File: src/rtl/capture_sequencer_if.sv
// Bus bundle for capture_sequencer: sampler input, RAM write/read ports,
// consumer handshakes and status. The slave modport is the sequencer side.
interface capture_sequencer_if #(
   parameter int WIDTH = 32
) ();
   logic             start_i;
   logic             continuous_i;
   logic             sample_valid_i;
   logic [WIDTH-1:0] sample_data_i;
   logic             ram_write_valid_o;
   logic [WIDTH-1:0] ram_write_data_o;
   logic             ram_write_ready_i;
   logic             ram_read_valid_i;
   logic [WIDTH-1:0] ram_read_data_i;
   logic             ram_read_ready_o;
   logic             c0_ready_i;
   logic             c1_ready_i;
   logic             c0_valid_o;
   logic             c1_valid_o;
   logic [WIDTH-1:0] cons_data_o;
   logic [1:0]       state_o;
   logic             done_o;
   logic [7:0]       drop_count_o;

   modport slave (
      input  start_i, continuous_i, sample_valid_i, sample_data_i,
      input  ram_write_ready_i, ram_read_valid_i, ram_read_data_i,
      input  c0_ready_i, c1_ready_i,
      output ram_write_valid_o, ram_write_data_o, ram_read_ready_o,
      output c0_valid_o, c1_valid_o, cons_data_o,
      output state_o, done_o, drop_count_o
   );

   modport master (
      output start_i, continuous_i, sample_valid_i, sample_data_i,
      output ram_write_ready_i, ram_read_valid_i, ram_read_data_i,
      output c0_ready_i, c1_ready_i,
      input  ram_write_valid_o, ram_write_data_o, ram_read_ready_o,
      input  c0_valid_o, c1_valid_o, cons_data_o,
      input  state_o, done_o, drop_count_o
   );
endinterface

File: src/rtl/capture_sequencer.sv
// Burst sequencer: discards mic start-up words, gates a fixed number of sampler
// slots into the RAM write port, then drains the RAM to two round-robin consumers.
module capture_sequencer #(
   parameter int WIDTH        = 32,
   parameter int CAPTURE_LEN  = 256,
   parameter int SKIP_SAMPLES = 4
) (
   input  logic                clk_i,
   input  logic                rst_i,
   capture_sequencer_if.slave  bus
);
   localparam logic [1:0] ST_IDLE    = 2'd0;
   localparam logic [1:0] ST_ARM     = 2'd1;
   localparam logic [1:0] ST_CAPTURE = 2'd2;
   localparam logic [1:0] ST_DRAIN   = 2'd3;

   localparam int CW = $clog2(CAPTURE_LEN + 1);
   localparam int SW = (SKIP_SAMPLES > 0) ? $clog2(SKIP_SAMPLES + 1) : 1;
   localparam logic [CW-1:0] LAST_SLOT   = CW'(CAPTURE_LEN - 1);
   localparam logic [SW-1:0] LAST_SKIP   = SW'((SKIP_SAMPLES > 0) ? SKIP_SAMPLES - 1 : 0);
   localparam logic [1:0]    AFTER_START = (SKIP_SAMPLES > 0) ? ST_ARM : ST_CAPTURE;

   logic [1:0]       state_q, state_d;
   logic [SW-1:0]    skip_q, skip_d;
   logic [CW-1:0]    slot_q, slot_d;
   logic [CW-1:0]    wr_cnt_q, wr_cnt_d;
   logic [CW-1:0]    rd_cnt_q, rd_cnt_d;
   logic             fill_q, fill_d;
   logic             last_q, last_d;
   logic             wv_q, wv_d;
   logic [WIDTH-1:0] wd_q, wd_d;
   logic             done_q, done_d;
   logic [7:0]       drop_q, drop_d;
   logic             gnt_c0_s, gnt_c1_s, xfer_s;

   // Round-robin read grant; last_q = 1 means c1 was served last.
   always_comb begin
      gnt_c0_s = 1'b0;
      gnt_c1_s = 1'b0;
      if (state_q == ST_DRAIN) begin
         if (bus.c0_ready_i && bus.c1_ready_i) begin
            gnt_c0_s = last_q;
            gnt_c1_s = ~last_q;
         end else begin
            gnt_c0_s = bus.c0_ready_i;
            gnt_c1_s = bus.c1_ready_i;
         end
      end else begin
         gnt_c0_s = 1'b0;
         gnt_c1_s = 1'b0;
      end
   end

   assign xfer_s = bus.ram_read_valid_i & (gnt_c0_s | gnt_c1_s);

   // Burst sequencing and counters.
   always_comb begin
      state_d  = state_q;
      skip_d   = skip_q;
      slot_d   = slot_q;
      wr_cnt_d = wr_cnt_q;
      rd_cnt_d = rd_cnt_q;
      fill_d   = fill_q;
      last_d   = last_q;
      wv_d     = 1'b0;
      wd_d     = wd_q;
      done_d   = 1'b0;
      drop_d   = drop_q;
      case (state_q)
         ST_IDLE: begin
            if (bus.start_i) begin
               state_d  = AFTER_START;
               skip_d   = {SW{1'b0}};
               slot_d   = {CW{1'b0}};
               wr_cnt_d = {CW{1'b0}};
               rd_cnt_d = {CW{1'b0}};
               fill_d   = 1'b0;
               drop_d   = 8'd0;
            end else begin
               state_d = ST_IDLE;
            end
         end
         ST_ARM: begin
            if (bus.sample_valid_i) begin
               if (skip_q == LAST_SKIP) begin
                  state_d = ST_CAPTURE;
                  skip_d  = {SW{1'b0}};
               end else begin
                  skip_d = skip_q + SW'(1);
               end
            end else begin
               skip_d = skip_q;
            end
         end
         ST_CAPTURE: begin
            // fill_q holds CAPTURE for the last slot's strobe cycle.
            if (fill_q) begin
               state_d = ST_DRAIN;
               fill_d  = 1'b0;
            end else if (bus.sample_valid_i) begin
               slot_d = slot_q + CW'(1);
               fill_d = (slot_q == LAST_SLOT);
               if (bus.ram_write_ready_i) begin
                  wv_d     = 1'b1;
                  wd_d     = bus.sample_data_i;
                  wr_cnt_d = wr_cnt_q + CW'(1);
               end else if (drop_q != 8'hFF) begin
                  drop_d = drop_q + 8'd1;
               end else begin
                  drop_d = drop_q;
               end
            end else begin
               slot_d = slot_q;
            end
         end
         ST_DRAIN: begin
            if (rd_cnt_q == wr_cnt_q) begin
               done_d   = 1'b1;
               state_d  = bus.continuous_i ? ST_CAPTURE : ST_IDLE;
               slot_d   = {CW{1'b0}};
               wr_cnt_d = {CW{1'b0}};
               rd_cnt_d = {CW{1'b0}};
            end else if (xfer_s) begin
               last_d   = gnt_c1_s;
               rd_cnt_d = rd_cnt_q + CW'(1);
            end else begin
               rd_cnt_d = rd_cnt_q;
            end
         end
         default: begin
            state_d = ST_IDLE;
         end
      endcase
   end

   // State registers; reset also kills any in-flight write strobe.
   always_ff @(posedge clk_i or posedge rst_i) begin
      if (rst_i) begin
         state_q  <= ST_IDLE;
         skip_q   <= {SW{1'b0}};
         slot_q   <= {CW{1'b0}};
         wr_cnt_q <= {CW{1'b0}};
         rd_cnt_q <= {CW{1'b0}};
         fill_q   <= 1'b0;
         last_q   <= 1'b1;
         wv_q     <= 1'b0;
         wd_q     <= {WIDTH{1'b0}};
         done_q   <= 1'b0;
         drop_q   <= 8'd0;
      end else begin
         state_q  <= state_d;
         skip_q   <= skip_d;
         slot_q   <= slot_d;
         wr_cnt_q <= wr_cnt_d;
         rd_cnt_q <= rd_cnt_d;
         fill_q   <= fill_d;
         last_q   <= last_d;
         wv_q     <= wv_d;
         wd_q     <= wd_d;
         done_q   <= done_d;
         drop_q   <= drop_d;
      end
   end

   assign bus.ram_write_valid_o = wv_q;
   assign bus.ram_write_data_o  = wd_q;
   assign bus.ram_read_ready_o  = gnt_c0_s | gnt_c1_s;
   assign bus.c0_valid_o        = gnt_c0_s & bus.ram_read_valid_i;
   assign bus.c1_valid_o        = gnt_c1_s & bus.ram_read_valid_i;
   assign bus.cons_data_o       = bus.ram_read_data_i;
   assign bus.state_o           = state_q;
   assign bus.done_o            = done_q;
   assign bus.drop_count_o      = drop_q;
endmodule
File: src/flat_wrapper.sv
// flat-port wrapper written by rule: the top's interface ports become plain ports
module capture_sequencer_flat 
#(
   parameter int WIDTH        = 32,
   parameter int CAPTURE_LEN  = 256,
   parameter int SKIP_SAMPLES = 4
)
  (clk_i, rst_i, bus_start_i, bus_continuous_i, bus_sample_valid_i, bus_sample_data_i, bus_ram_write_ready_i, bus_ram_read_valid_i, bus_ram_read_data_i, bus_c0_ready_i, bus_c1_ready_i, bus_ram_write_valid_o, bus_ram_write_data_o, bus_ram_read_ready_o, bus_c0_valid_o, bus_c1_valid_o, bus_cons_data_o, bus_state_o, bus_done_o, bus_drop_count_o);
  capture_sequencer_if #(.WIDTH(WIDTH)) bus_i ();
  input  logic clk_i;
  input  logic rst_i;
  input wire logic [$bits(bus_i.start_i)-1:0] bus_start_i;
  input wire logic [$bits(bus_i.continuous_i)-1:0] bus_continuous_i;
  input wire logic [$bits(bus_i.sample_valid_i)-1:0] bus_sample_valid_i;
  input wire logic [$bits(bus_i.sample_data_i)-1:0] bus_sample_data_i;
  input wire logic [$bits(bus_i.ram_write_ready_i)-1:0] bus_ram_write_ready_i;
  input wire logic [$bits(bus_i.ram_read_valid_i)-1:0] bus_ram_read_valid_i;
  input wire logic [$bits(bus_i.ram_read_data_i)-1:0] bus_ram_read_data_i;
  input wire logic [$bits(bus_i.c0_ready_i)-1:0] bus_c0_ready_i;
  input wire logic [$bits(bus_i.c1_ready_i)-1:0] bus_c1_ready_i;
  output wire logic [$bits(bus_i.ram_write_valid_o)-1:0] bus_ram_write_valid_o;
  output wire logic [$bits(bus_i.ram_write_data_o)-1:0] bus_ram_write_data_o;
  output wire logic [$bits(bus_i.ram_read_ready_o)-1:0] bus_ram_read_ready_o;
  output wire logic [$bits(bus_i.c0_valid_o)-1:0] bus_c0_valid_o;
  output wire logic [$bits(bus_i.c1_valid_o)-1:0] bus_c1_valid_o;
  output wire logic [$bits(bus_i.cons_data_o)-1:0] bus_cons_data_o;
  output wire logic [$bits(bus_i.state_o)-1:0] bus_state_o;
  output wire logic [$bits(bus_i.done_o)-1:0] bus_done_o;
  output wire logic [$bits(bus_i.drop_count_o)-1:0] bus_drop_count_o;
  assign bus_i.start_i = bus_start_i;
  assign bus_i.continuous_i = bus_continuous_i;
  assign bus_i.sample_valid_i = bus_sample_valid_i;
  assign bus_i.sample_data_i = bus_sample_data_i;
  assign bus_i.ram_write_ready_i = bus_ram_write_ready_i;
  assign bus_i.ram_read_valid_i = bus_ram_read_valid_i;
  assign bus_i.ram_read_data_i = bus_ram_read_data_i;
  assign bus_i.c0_ready_i = bus_c0_ready_i;
  assign bus_i.c1_ready_i = bus_c1_ready_i;
  assign bus_ram_write_valid_o = bus_i.ram_write_valid_o;
  assign bus_ram_write_data_o = bus_i.ram_write_data_o;
  assign bus_ram_read_ready_o = bus_i.ram_read_ready_o;
  assign bus_c0_valid_o = bus_i.c0_valid_o;
  assign bus_c1_valid_o = bus_i.c1_valid_o;
  assign bus_cons_data_o = bus_i.cons_data_o;
  assign bus_state_o = bus_i.state_o;
  assign bus_done_o = bus_i.done_o;
  assign bus_drop_count_o = bus_i.drop_count_o;
  capture_sequencer #(.WIDTH(WIDTH), .CAPTURE_LEN(CAPTURE_LEN), .SKIP_SAMPLES(SKIP_SAMPLES)) u_core (.clk_i(clk_i), .rst_i(rst_i), .bus(bus_i));
endmodule
File: config.mk
export PLATFORM = sky130hd
export DESIGN_NAME = capture_sequencer_flat
export DESIGN_NICKNAME = d
export VERILOG_FILES = /design/src/rtl/capture_sequencer_if.sv /design/src/rtl/capture_sequencer.sv /design/src/flat_wrapper.sv
export SDC_FILE = /design/constraint.sdc
export NUM_CORES = 1
export LEC_CHECK = 0
export ABC_AREA = 0
export BUFFER_PORTS_ARGS = -buffer_cell sky130_fd_sc_hd__buf_2
export CORE_UTILIZATION = 50
export CTS_CLUSTER_SIZE = 12
export DETAILED_ROUTE_END_ITERATION = 10
export PLACE_DENSITY = 0.81
export SYNTH_ARGS = -nofsm -noshare
export SYNTH_HDL_FRONTEND = slang
export SYNTH_SLANG_ARGS = --single-unit
export TNS_END_PERCENT = 20
File: constraint.sdc
create_clock -name clk_i -period 2.75 [get_ports clk_i]
set_clock_uncertainty 0.2 [all_clocks]
set_input_delay 0.275 -clock clk_i [delete_from_list [all_inputs] [get_ports clk_i]]
set_output_delay 0.275 -clock clk_i [all_outputs]
set_load 0.05 [all_outputs]
# After elaboration in Yosys (flattened, before gate mapping)

Cells that the tools add are included.

Bitwise logic cells: 7
Reduce and logical (&&, ||, !) cells: 15
Add/subtract/negate cells: 5
Equal/unequal tests: 18
Mux-type cells: 43

Operator list:

| cell                  | number |
|---|---|
| $mux W9               | 9 |
| $pmux W9 S3           | 2 |
| $mux W8               | 5 |
| $add A9 B1 Y9 const B | 3 |
| $pmux W9 S2           | 1 |
| $pmux W8 S2           | 1 |
| $mux W1               | 14 |
| $ne A2 B2 Y1 const B  | 7 |
| $reduce_and A6 Y1     | 2 |
| $mux W2               | 5 |
| $eq A9 B8 Y1 const B  | 1 |
| $eq A9 B9 Y1          | 1 |
| $mux W3               | 3 |
| $reduce_and A3 Y1     | 3 |
| $add A8 B1 Y8 const B | 1 |
| $ne A8 B8 Y1 const B  | 1 |
| $pmux W2 S4           | 1 |
| $reduce_and A4 Y1     | 2 |
| $ne A2 B1 Y1 const B  | 3 |
| $pmux W3 S2           | 1 |
| $reduce_bool A2 Y1    | 3 |
| $reduce_and A5 Y1     | 1 |
| $eq A2 B2 Y1 const B  | 2 |
| $add A3 B1 Y3 const B | 1 |
| 11 further kinds      | 15 |

Bits of input ports: 73
Output and inout port bits: 79
Bits in registers: 76

# Depth between registers and ports, before layout

Gate-level depths: netlist of run 1.

Depth in word-level cells: 8
Mapped depth: 9

# Worst setup path before layout of run 1

No wires, ideal clock.

Path kind: flip-flop to flip-flop
From: reg u_core.state_q[0], in the netlist u_core.bus.state_o[0]
To: reg u_core.wr_cnt_q[2]
Period minus slack after synthesis: 2.741 ns
Buffers on the path: 1
Cell stages (with the launch flop): 9
Data arrival time: 2.454 ns
Setup slack: 0.009 ns
Data required time: 2.463 ns
Library setup time: 0.087 ns
Cell sequence: dfrtp_1 > inv_1 > ha_1 > nor2b_1 > a211o_1 > or2_1 > buf_6 > or4_1 > o211ai_1

Cells in the longest elaborated chain, start to end: 3
Elaborated cells on any way between the ends: 11
Classes of those cells: eq/ne: 7; mux: 1; reduce/logical: 3

RTL lines:

| what                                                                       | line                     | RTL |
|---|---|---|
| from (decl)                                                                | capture_sequencer.sv:23  | `logic [1:0] state_q, state_d;` |
| from (signal assigned)                                                     | capture_sequencer.sv:151 | `state_q <= state_d;` |
| $eq A2 B2 Y1 / $logic_not A2 Y1 (equally long branches)                    | capture_sequencer.sv:69  | `case (state_q)` |
| $ne A2 B2 Y1 (no source line) / $reduce_bool A3 Y1 (equally long branches) | --                       |  |
| $reduce_and A6 Y1 (no source line)                                         | --                       |  |
| to (signal assigned)                                                       | capture_sequencer.sv:142 | `wr_cnt_q <= {CW{1'b0}};` |
| to (signal assigned)                                                       | capture_sequencer.sv:154 | `wr_cnt_q <= wr_cnt_d;` |
| to (decl)                                                                  | capture_sequencer.sv:26  | `logic [CW-1:0] wr_cnt_q, wr_cnt_d;` |

Parallel ways exist; a longest one is shown, timed or not.
A chain may end at the register's enable or synchronous reset.

# Worst setup path in the final report of run 1

Same ends and word-level chain as after synthesis.

==> results of run 1 <==
[cells in the final DEF, fill, tap and decap left out, drive strengths merged, types with 7 or more instances in the layout]
| cell type | Yosys | layout |
|---|---|---|
| nand2 | 134 | 134 |
| buf | 40 | 96 |
| dfrtp | 75 | 75 |
| dlygate4sd3 | 0 | 33 |
| nand3 | 26 | 26 |
| o21ai | 24 | 24 |
| nor2 | 17 | 17 |
| inv | 11 | 13 |
| nand2b | 10 | 10 |
| ha | 10 | 10 |
| clkbuf | 14 | 10 |
| xor2 | 9 | 9 |
| a22o | 8 | 8 |
| o211ai | 7 | 7 |
| or2 | 7 | 7 |
[worst max-delay path: stages (launching register included)]
cell	delay [ns]
dfrtp_1	0.41
inv_1	0.11
ha_1	0.27
nor2b_1	0.18
a211o_1	0.28
or2_1	0.36
or4_1	0.55
o211ai_1	0.10
[sequential cells by signal (all words and copies together) (netlist names), 2 cells and up]
name                         cells
u_core.bus.drop_count_o          8
u_core.wr_cnt_q                  9
u_core.slot_q                    9
u_core.bus.ram_write_data_o     32
u_core.skip_q                    3
u_core.rd_cnt_q                  9
u_core.bus.state_o               2
[how the worst max path moves through the flow]
stage,start,to,slack [ns]
after CTS,u_core.bus.state_o[1],u_core.wr_cnt_q[8],0.20
after global placement,u_core.bus.state_o[1],u_core.wr_cnt_q[2],0.37
after global routing,u_core.bus.state_o[1],u_core.wr_cnt_q[8],0.04
after detailed placement,u_core.bus.state_o[1],u_core.wr_cnt_q[8],0.22
final,u_core.bus.state_o[0],u_core.wr_cnt_q[2],0.22
after floorplan,u_core.bus.state_o[0],u_core.wr_cnt_q[2],0.009
[what timing repair did]
item	in CTS	in global routing
setup buffers	0	0
hold buffers	33	0
endpoints found under the hold margin	107	0
[through the flow]
step                cells  instance area [µm²]  util, %
detailed placement    617                 4470     56.9
floorplan             473                 4130        -
CTS                   666                 5000     63.8
global placement      617                 4470     56.9
finish                666                 5000     63.8
global route          666                 5000     63.8
[cell families (layout without fill, tap and decap cells)]
| family | after synthesis | after routing |
|---|---|---|
| xor+xnor | 9 | 9 |
| fa+ha+maj | 10 | 10 |
| compound gates | 83 | 83 |
| simple gates | 225 | 225 |
| mux | 5 | 5 |
| flops | 76 | 76 |
| buf+inv | 65 | 156 |
[report_power, final]
group	switching [mW]	total, mW	internal [mW]
combinational	1.80	2.44	0.635
clock	0.456	0.908	0.452
sequential	0.196	1.60	1.40
[routing by layer]
metal,vias up,GRT usage (%)
li1,1760,-
met1,1780,30.6
met2,117,39.1
met3,41,4.11
met4,0,17.1
met5,-,0
[layout make-up]
type | count | area (µm²)
Multi-Input combinational cell | 332 | 1850
Clock buffer | 10 | 138
Fill cell | 631 | 2840
Tap cell | 102 | 128
Clock inverter | 6 | 70.1
Sequential cell | 76 | 1900
Timing Repair Buffer | 129 | 871
Inverter | 11 | 41.3
==> results.ini, run 1 <==
[route]
drt-total-wl_um=10000
drc=0
drtAntennaViolNets=0
drt_iter0_markers=283
met1_length_um=4230
wl_per_cell_um=15.1
viasPerCell=5.55
dr.pass1.iters=4
routed.top_layer=met4
vias=3698
wl_met2_um=4890
routed-wl-met3_um=470

[clock_tree]
insertion_delay_ns=0.37
cts_tree=yes
htree_levels=3
clkSinkCount=76
cts_resized=0
cts_inserted_buffers=9
cts_root_buffer=clkbuf_8
path_clk_slew_ns=0.08
clock_path_buffers=2

[place]
io_buffers=87
place_ws_ns=0.222
hpwl_um=6390
routabilityCongestion=0.852

[yosys]
ys_top_cells_by_count=134 x nand2_1, 75 x dfrtp_1, 33 x buf_4, 26 x nand3_1, 17 x nor2_1
synth_seq_cells=76
synthAdderAreaFrac_pct=3.03
synth_largest_area_cell=dfrtp_1
ys_seq_area_share_pct=46.1
synth_cell_types=48
synthArstFlopShare_pct=100
synth_mux_area_share_pct=1.21
avgSynthCellArea_um2=8.73
syn-num-nets=556
synth_enable_flop_cells=0
ys_warn_count=0
netlist_area_um2=4130
synth_most_common_cell=nand2_1
synth_xor_area_share_pct=1.91
synth_area_leaders=dfrtp_1 45%, nand2_1 12%, buf_4 6.0%
synth-simple-area-share_pct=24.5
synth_compound_area_share_pct=14.0
synth_cells=473
synth_top_family_by_area=simple AND/OR/NAND/NOR gates
yosysTopAreaCellShare_pct=45.4
synthFlopType=dfrtp_1

[sta]
setup_viol_count_final=0
setup_tns_ns=0
rsz0062_at_grt=no
finalHoldViolCount=0
hold_ws_ns=0.0252
finalMaxSlewViolations=0
worstMarginPinSlew_ns=0.501
setup_slack_ns=0.215
fmax_ghz=0.394
slew_headroom_pct=66.2
min_period_over_period_pct=92.2
layout_min_cycle_time_ns=2.53

[worst_setup_path]
crit_type=reg2reg
critPathCaptureType=register
ff2ff_path_depth=7
timing.rr.end=u_core.wr_cnt_q[2]
r2r_slack_ns=0.22
crit_required_ns=2.83
start_kind=register
crit_arrival_ns=2.61
rr_startpoint=u_core.bus.state_o[0]
crit_fanout=10

[finish]
layout.nets=642
area_growth_pct=21.1
drive_above_1_share_pct=21.3
diodes=0

[power]
total_power_mw=4.95
irDropWorstVdd_uv=784
power.leakage_nw=2.55
power-per-cell-area_nw_per_um2=988

[grt]
overflow=0
antenna_found_initial=0
grt_pass1_wl_um=16600
grt_usage_pct=24.6
grt_start_max_net_pins=77
grt_pass1_vias=3577

[floorplanning]
start_util_pct=52.6
num_io_pins=152
die_height_um=92.9
coreArea_um2=7850
die-width_um=92.9
die-area_um2=8630
num_rows=32

[hold_path]
hp-class=in2reg
holdPathStages=2
worstHoldStart=bus_c1_ready_i
whs_endpoint=u_core.last_q

[job]
maxCapViolations=0

[run_status]
outcome=complete, no violations

(Power assumes the default switching activity.)
==> run 2, diff against run 1 <==
- RECOVER_POWER: default -> 50
- REMOVE_ABC_BUFFERS: default -> 1
==> run 2 against run 1 <==
Compared with the run above: largest power group unchanged; critical endpoint is now u_core.wr_cnt_q[7]; wire length rose by 9.6%; sequential share of layout area is 0.32 points higher; highest routed layer unchanged; core utilization is 0.53 points lower.
==> results.ini, run 2 (synthesis gave the netlist of run 1 again) <==
[run_status]
outcome=complete, no violations

[clock_tree]
cts_tree=yes
clkSinkCount=76  ; unchanged
path_clk_slew_ns=0.08  ; about the same
insertion_delay_ns=0.34  ; -0.03 ns
postCtsSetupBuffers=0  ; unchanged
htree_levels=3  ; unchanged
cts_inserted_buffers=9  ; unchanged
cts_root_buffer=clkbuf_8
clock_path_buffers=2  ; unchanged

[route]
drc=0  ; unchanged
drt-total-wl_um=11000  ; +9.6%
wl_per_cell_um=16.6  ; +10%
drt_iter0_markers=220  ; -22%
vias=3753  ; +1.5%
viasPerCell=5.65  ; +1.8%
dr.pass1.iters=7  ; +3
drtAntennaViolNets=0  ; unchanged

[finish]
largest_reg_flops=32  ; unchanged
layout_commonest_cell=nand2_1
final_cell_mix=134 x nand2_1, 80 x buf_2, 75 x dfrtp_1
regArea_um2=1900  ; unchanged
fin_cells=664  ; -0.30%
layout.nets=641  ; -0.16%
fill_cells=619  ; -1.9%
multi_input_area_um2=1850  ; unchanged
drive_above_1_share_pct=19.4  ; -1.9 points
diodes=0  ; unchanged
area_growth_pct=20.1

[sta]
layout_min_cycle_time_ns=2.53  ; -0.00155 ns
setup_viol_count_final=0  ; unchanged
slew_headroom_pct=27.3  ; -39 points
finalMaxSlewViolations=0  ; unchanged
min_period_over_period_pct=92.1  ; about the same
fmax_ghz=0.395  ; about the same
rsz0062_at_grt=no
finalHoldViolCount=0  ; unchanged
worstMarginPinSlew_ns=1.09  ; +0.589 ns

[grt]
grt_start_max_net_pins=41  ; -47%
overflow=0  ; unchanged
antenna_found_initial=0  ; unchanged
grt_pass1_wl_um=17800  ; +7.5%
grt_usage_pct=26.5  ; +1.9 points
grt_pass1_vias=3605  ; +0.78%

[worst_setup_path]
max_stage_delay_ns=0.45  ; -0.10 ns
path_cells=inv_1 > ha_1 > nor2b_1 > a211o_1 > or2_1 > or2_1 > o311ai_1
ff2ff_path_depth=7  ; unchanged
crit_arrival_ns=2.56  ; -0.05 ns
cp_num_cells=7  ; unchanged
path_delay_family=simple AND/OR/NAND/NOR gates
worst_path_most_repeated_cell=or2_1
cp-endpoint=u_core.wr_cnt_q[7]
r2r_slack_ns=0.22  ; about the same
cp_slowest_cell=dfrtp_1
path_buf_inv=1  ; unchanged
crit_type=reg2reg
start_kind=register
crit_fanout=10  ; unchanged
cp-startpoint=u_core.bus.state_o[1]
timing.rr.end=u_core.wr_cnt_q[7]
crit_required_ns=2.78  ; -0.05 ns
critPathCaptureType=register
rr_startpoint=u_core.bus.state_o[1]

[place]
io_buffers=87  ; unchanged
place_inst=616  ; -0.16%
hpwl_um=7160  ; +12%
routabilityCongestion=0.845  ; -0.85%

[floorplanning]
num_io_pins=152  ; unchanged
die-area_um2=8630  ; unchanged
die-width_um=92.9  ; unchanged
start_util_pct=52.6  ; unchanged
die_height_um=92.9  ; unchanged
num_rows=32  ; unchanged
coreArea_um2=7850  ; unchanged

[power]
power-per-cell-area_nw_per_um2=989  ; +0.12%
irDropWorstVdd_uv=622  ; -21%
power.leakage_nw=2.51  ; -1.6%
total_power_mw=4.91  ; -0.71%

[job]
maxCapViolations=0  ; unchanged

[hold_path]
hp-class=in2reg

==> run 2: metrics by stage <==
step	TNS (ns)	instance area (µm²)	worst slack [ns]	util [%]	hold slack (ns)
global route	0	4960	0.0885	63.2	0.0434
floorplan	-46.84	3790	-0.946	-	0.180
detailed placement	0	4450	0.217	56.6	0.0667
global placement	0	4450	0.394	56.6	0.0653
finish	0	4960	0.217	63.2	0.0518
CTS	0	4990	0.229	63.6	0.0339
==> run 2: worst min path at each step <==
stage,from,end,cells after the start
finish,bus_c1_ready_i,u_core.last_q,2
detailed placement,rst_i,u_core.bus.ram_write_data_o[18],2
CTS,bus_c1_ready_i,u_core.last_q,2
global placement,rst_i,u_core.bus.ram_write_data_o[17],2
floorplan,bus_sample_data_i[0],u_core.bus.ram_write_data_o[0],2
global route,bus_c1_ready_i,u_core.last_q,2
==> run 2: worst reg2reg max path: cells and delay by family (launching register included) <==
kind	cells	cell delay, ns
and+or+nand+nor	3	0.85
adders and majority gates	1	0.23
buffers and inverters	1	0.10
DFF	1	0.45
AOI/OAI and AO/OA	2	0.59
==> run 2: repair_timing <==
action,4_1_cts,5_1_grt
resized for setup,0,0
hold buffers,33,0
hold endpoints to repair,47,0
==> run 2: cell type report <==
| class | count | share of cell area (%) |
|---|---|---|
| well taps | 102 | 2.57 |
| clock buffers | 9 | 2.50 |
| inverters | 11 | 0.832 |
| repair buffers | 128 | 16.6 |
| flip-flops and latches | 76 | 38.4 |
| multi-input cells | 332 | 37.3 |
| clock inverters | 6 | 1.82 |
==> run 2: report_power, final <==
| part | internal (mW) | switching, mW |
|---|---|---|
| clock network | 0.507 | 0.406 |
| logic | 0.597 | 1.79 |
| registers | 1.41 | 0.199 |
==> run 2: per-layer routing <==
metal | track usage [%] | wire (µm)
met1 | 34.7 | 4900
met3 | 10.0 | 1150
met5 | 5.13 | 0
met2 | 40.9 | 4880
met4 | 6.92 | 65
==> run 3, diff against run 2 <==
- clock period: 2.75 -> 2.65 ns (I/O delays scaled with it)
==> run 3 against run 2 <==
Compared with the run above: critical path depth is the same; fmax rose by 0.86%; register-to-register slack got worse by 0.08 ns; clock power is 2.8% lower; die area did not move; design area down 0.13%; global-route usage is 0.94 points lower; worst setup slack got worse by 0.078 ns; core utilization fell by 0.080 points; sequential cell count is the same; cell count is 0.30% higher; non-clock buffer count rose by 1; critical endpoint is now u_core.wr_cnt_q[8]; largest cell class unchanged.
==> results.ini, run 3 (synthesis gave the netlist of run 1 again) <==
[finish]
final_cell_area_um2=4960  ; -0.13%
largest_reg_flops=32  ; unchanged
drive_above_1_share_pct=19.7  ; +0.29 points
final_cell_mix=134 x nand2_1, 80 x buf_2, 75 x dfrtp_1
utilization_pct=63.2  ; -0.080 points
layout_commonest_cell=nand2_1
area_growth_pct=20.0
layout.nets=642  ; +0.16%
fill_cells=610  ; -1.5%
diodes=0  ; unchanged

[grt]
grt_usage_pct=25.6  ; -0.94 points
antenna_found_initial=0  ; unchanged
grt_pass1_wl_um=17100  ; -3.9%
grt_start_max_net_pins=42  ; +2.4%
grt_pass1_vias=3523  ; -2.3%
overflow=0  ; unchanged

[sta]
layout_min_cycle_time_ns=2.51  ; -0.0217 ns
setup_slack_ns=0.138  ; -0.0783 ns
finalMaxSlewViolations=0  ; unchanged
finalHoldViolCount=0  ; unchanged
setup_tns_ns=0  ; unchanged
fmax_ghz=0.398  ; +0.86%
min_period_over_period_pct=94.8  ; +2.7 points
rsz0062_at_grt=no
setup_viol_count_final=0  ; unchanged
worstMarginPinSlew_ns=1.19  ; +0.101 ns
slew_headroom_pct=20.6  ; -6.7 points

[power]
power.leakage_nw=2.52  ; +0.22%
power-per-cell-area_nw_per_um2=1010  ; +2.5%
irDropWorstVdd_uv=655  ; +5.2%

[clock_tree]
cts_tree=yes
path_clk_slew_ns=0.08  ; about the same
cts_inserted_buffers=9  ; unchanged
insertion_delay_ns=0.34  ; about the same
clkSinkCount=76  ; unchanged
cts_resized=0  ; unchanged
clock_path_buffers=2  ; unchanged
cts_root_buffer=clkbuf_8
htree_levels=3  ; unchanged

[worst_setup_path]
path_delay_family=simple AND/OR/NAND/NOR gates
crit_required_ns=2.68  ; -0.10 ns
crit_type=reg2reg
max_stage_delay_ns=0.45  ; about the same
start_kind=register
crit_fanout=10  ; unchanged
cp_slowest_cell=dfrtp_1
path_buf_inv=1  ; unchanged
crit_arrival_ns=2.55  ; about the same
critPathCaptureType=register
worst_path_most_repeated_cell=or2_1
path_cells=inv_1 > ha_1 > nor2b_1 > a211o_1 > or2_1 > or2_1 > o311ai_1

[route]
drtAntennaViolNets=0  ; unchanged
drt-total-wl_um=10800  ; -1.9%
routed.top_layer=met4
met1_length_um=4710  ; -3.8%
dr.pass1.iters=4  ; -3
routed-wl-met3_um=1070  ; -7.2%
viasPerCell=5.56  ; -1.7%
vias=3702  ; -1.4%
wl_per_cell_um=16.2  ; -2.2%
drc=0  ; unchanged
wl_met2_um=4860  ; -0.43%
drt_iter0_markers=180  ; -18%

[run_status]
outcome=complete, no violations

[floorplanning]
start_util_pct=52.6  ; unchanged
die_height_um=92.9  ; unchanged
num_rows=32  ; unchanged
num_io_pins=152  ; unchanged
die-area_um2=8630  ; unchanged
coreArea_um2=7850  ; unchanged
die-width_um=92.9  ; unchanged

[place]
hpwl_um=7040  ; -1.6%
place_area_um2=4450  ; +0.17%
io_buffers=87  ; unchanged
place_ws_ns=0.156  ; -0.0613 ns
routabilityCongestion=0.848  ; +0.40%

[hold_path]
hp-class=in2reg

[job]
maxCapViolations=0  ; unchanged

==> run 3: final timing paths <==
| check | slack [ns] | startpoint | to | depth (start not counted) |
|---|---|---|---|---|
| max reg2reg | 0.14 | u_core.bus.state_o[1] | u_core.wr_cnt_q[8] | 7 |
| min in group asynchronous | 0.28 | rst_i | u_core.bus.ram_write_data_o[20] | 3 |
| min reg2reg | 0.28 | u_core.bus.ram_write_data_o[12] | u_core.bus.ram_write_data_o[12] | 2 |
| min | 0.04 | bus_c1_ready_i | u_core.last_q | 2 |
| max in group asynchronous | 0.51 | rst_i | u_core.bus.ram_write_data_o[21] | 4 |
| max | 0.14 | u_core.bus.state_o[1] | u_core.wr_cnt_q[8] | 7 |
==> run 3: cell type report <==
class                   count  area [µm²]  area share [%]
multi-input cells         332        1850            37.4
clock inverters             6        62.6            1.26
repair buffers            129         831            16.8
flip-flops and latches     76        1900            38.4
inverters                  11        41.3           0.833
clock buffers              10         138            2.78
well taps                 102         128            2.58
==> run 3: timing repair <==
item / 4_1_cts / 5_1_grt
hold buffers: 33 / 0
buffers inserted: 0 / 0
hold endpoints to repair: 84 / 0
==> run 3: stage by stage <==
step                cells  power, mW  hold slack (ns)
floorplan             419       3.44            0.170
global placement      617       4.01           0.0285
detailed placement    617       4.09           0.0312
CTS                   666       5.02           0.0202
global route          666       5.31           0.0340
finish                666       5.02           0.0422
==> run 3: per-layer routing <==
layer	global-route usage (%)	up-vias
li1	-	1762
met1	31.1	1756
met2	40.9	169
met3	10.0	15
met4	8.72	0
met5	5.13	-
==> run 3: where the power goes <==
| part | switching, mW | total, mW | internal (mW) |
|---|---|---|---|
| Clock | 0.428 | 0.888 | 0.461 |
| Combinational | 1.84 | 2.47 | 0.627 |
| Sequential | 0.211 | 1.67 | 1.46 |
| Total | 2.48 | 5.02 | 2.55 |
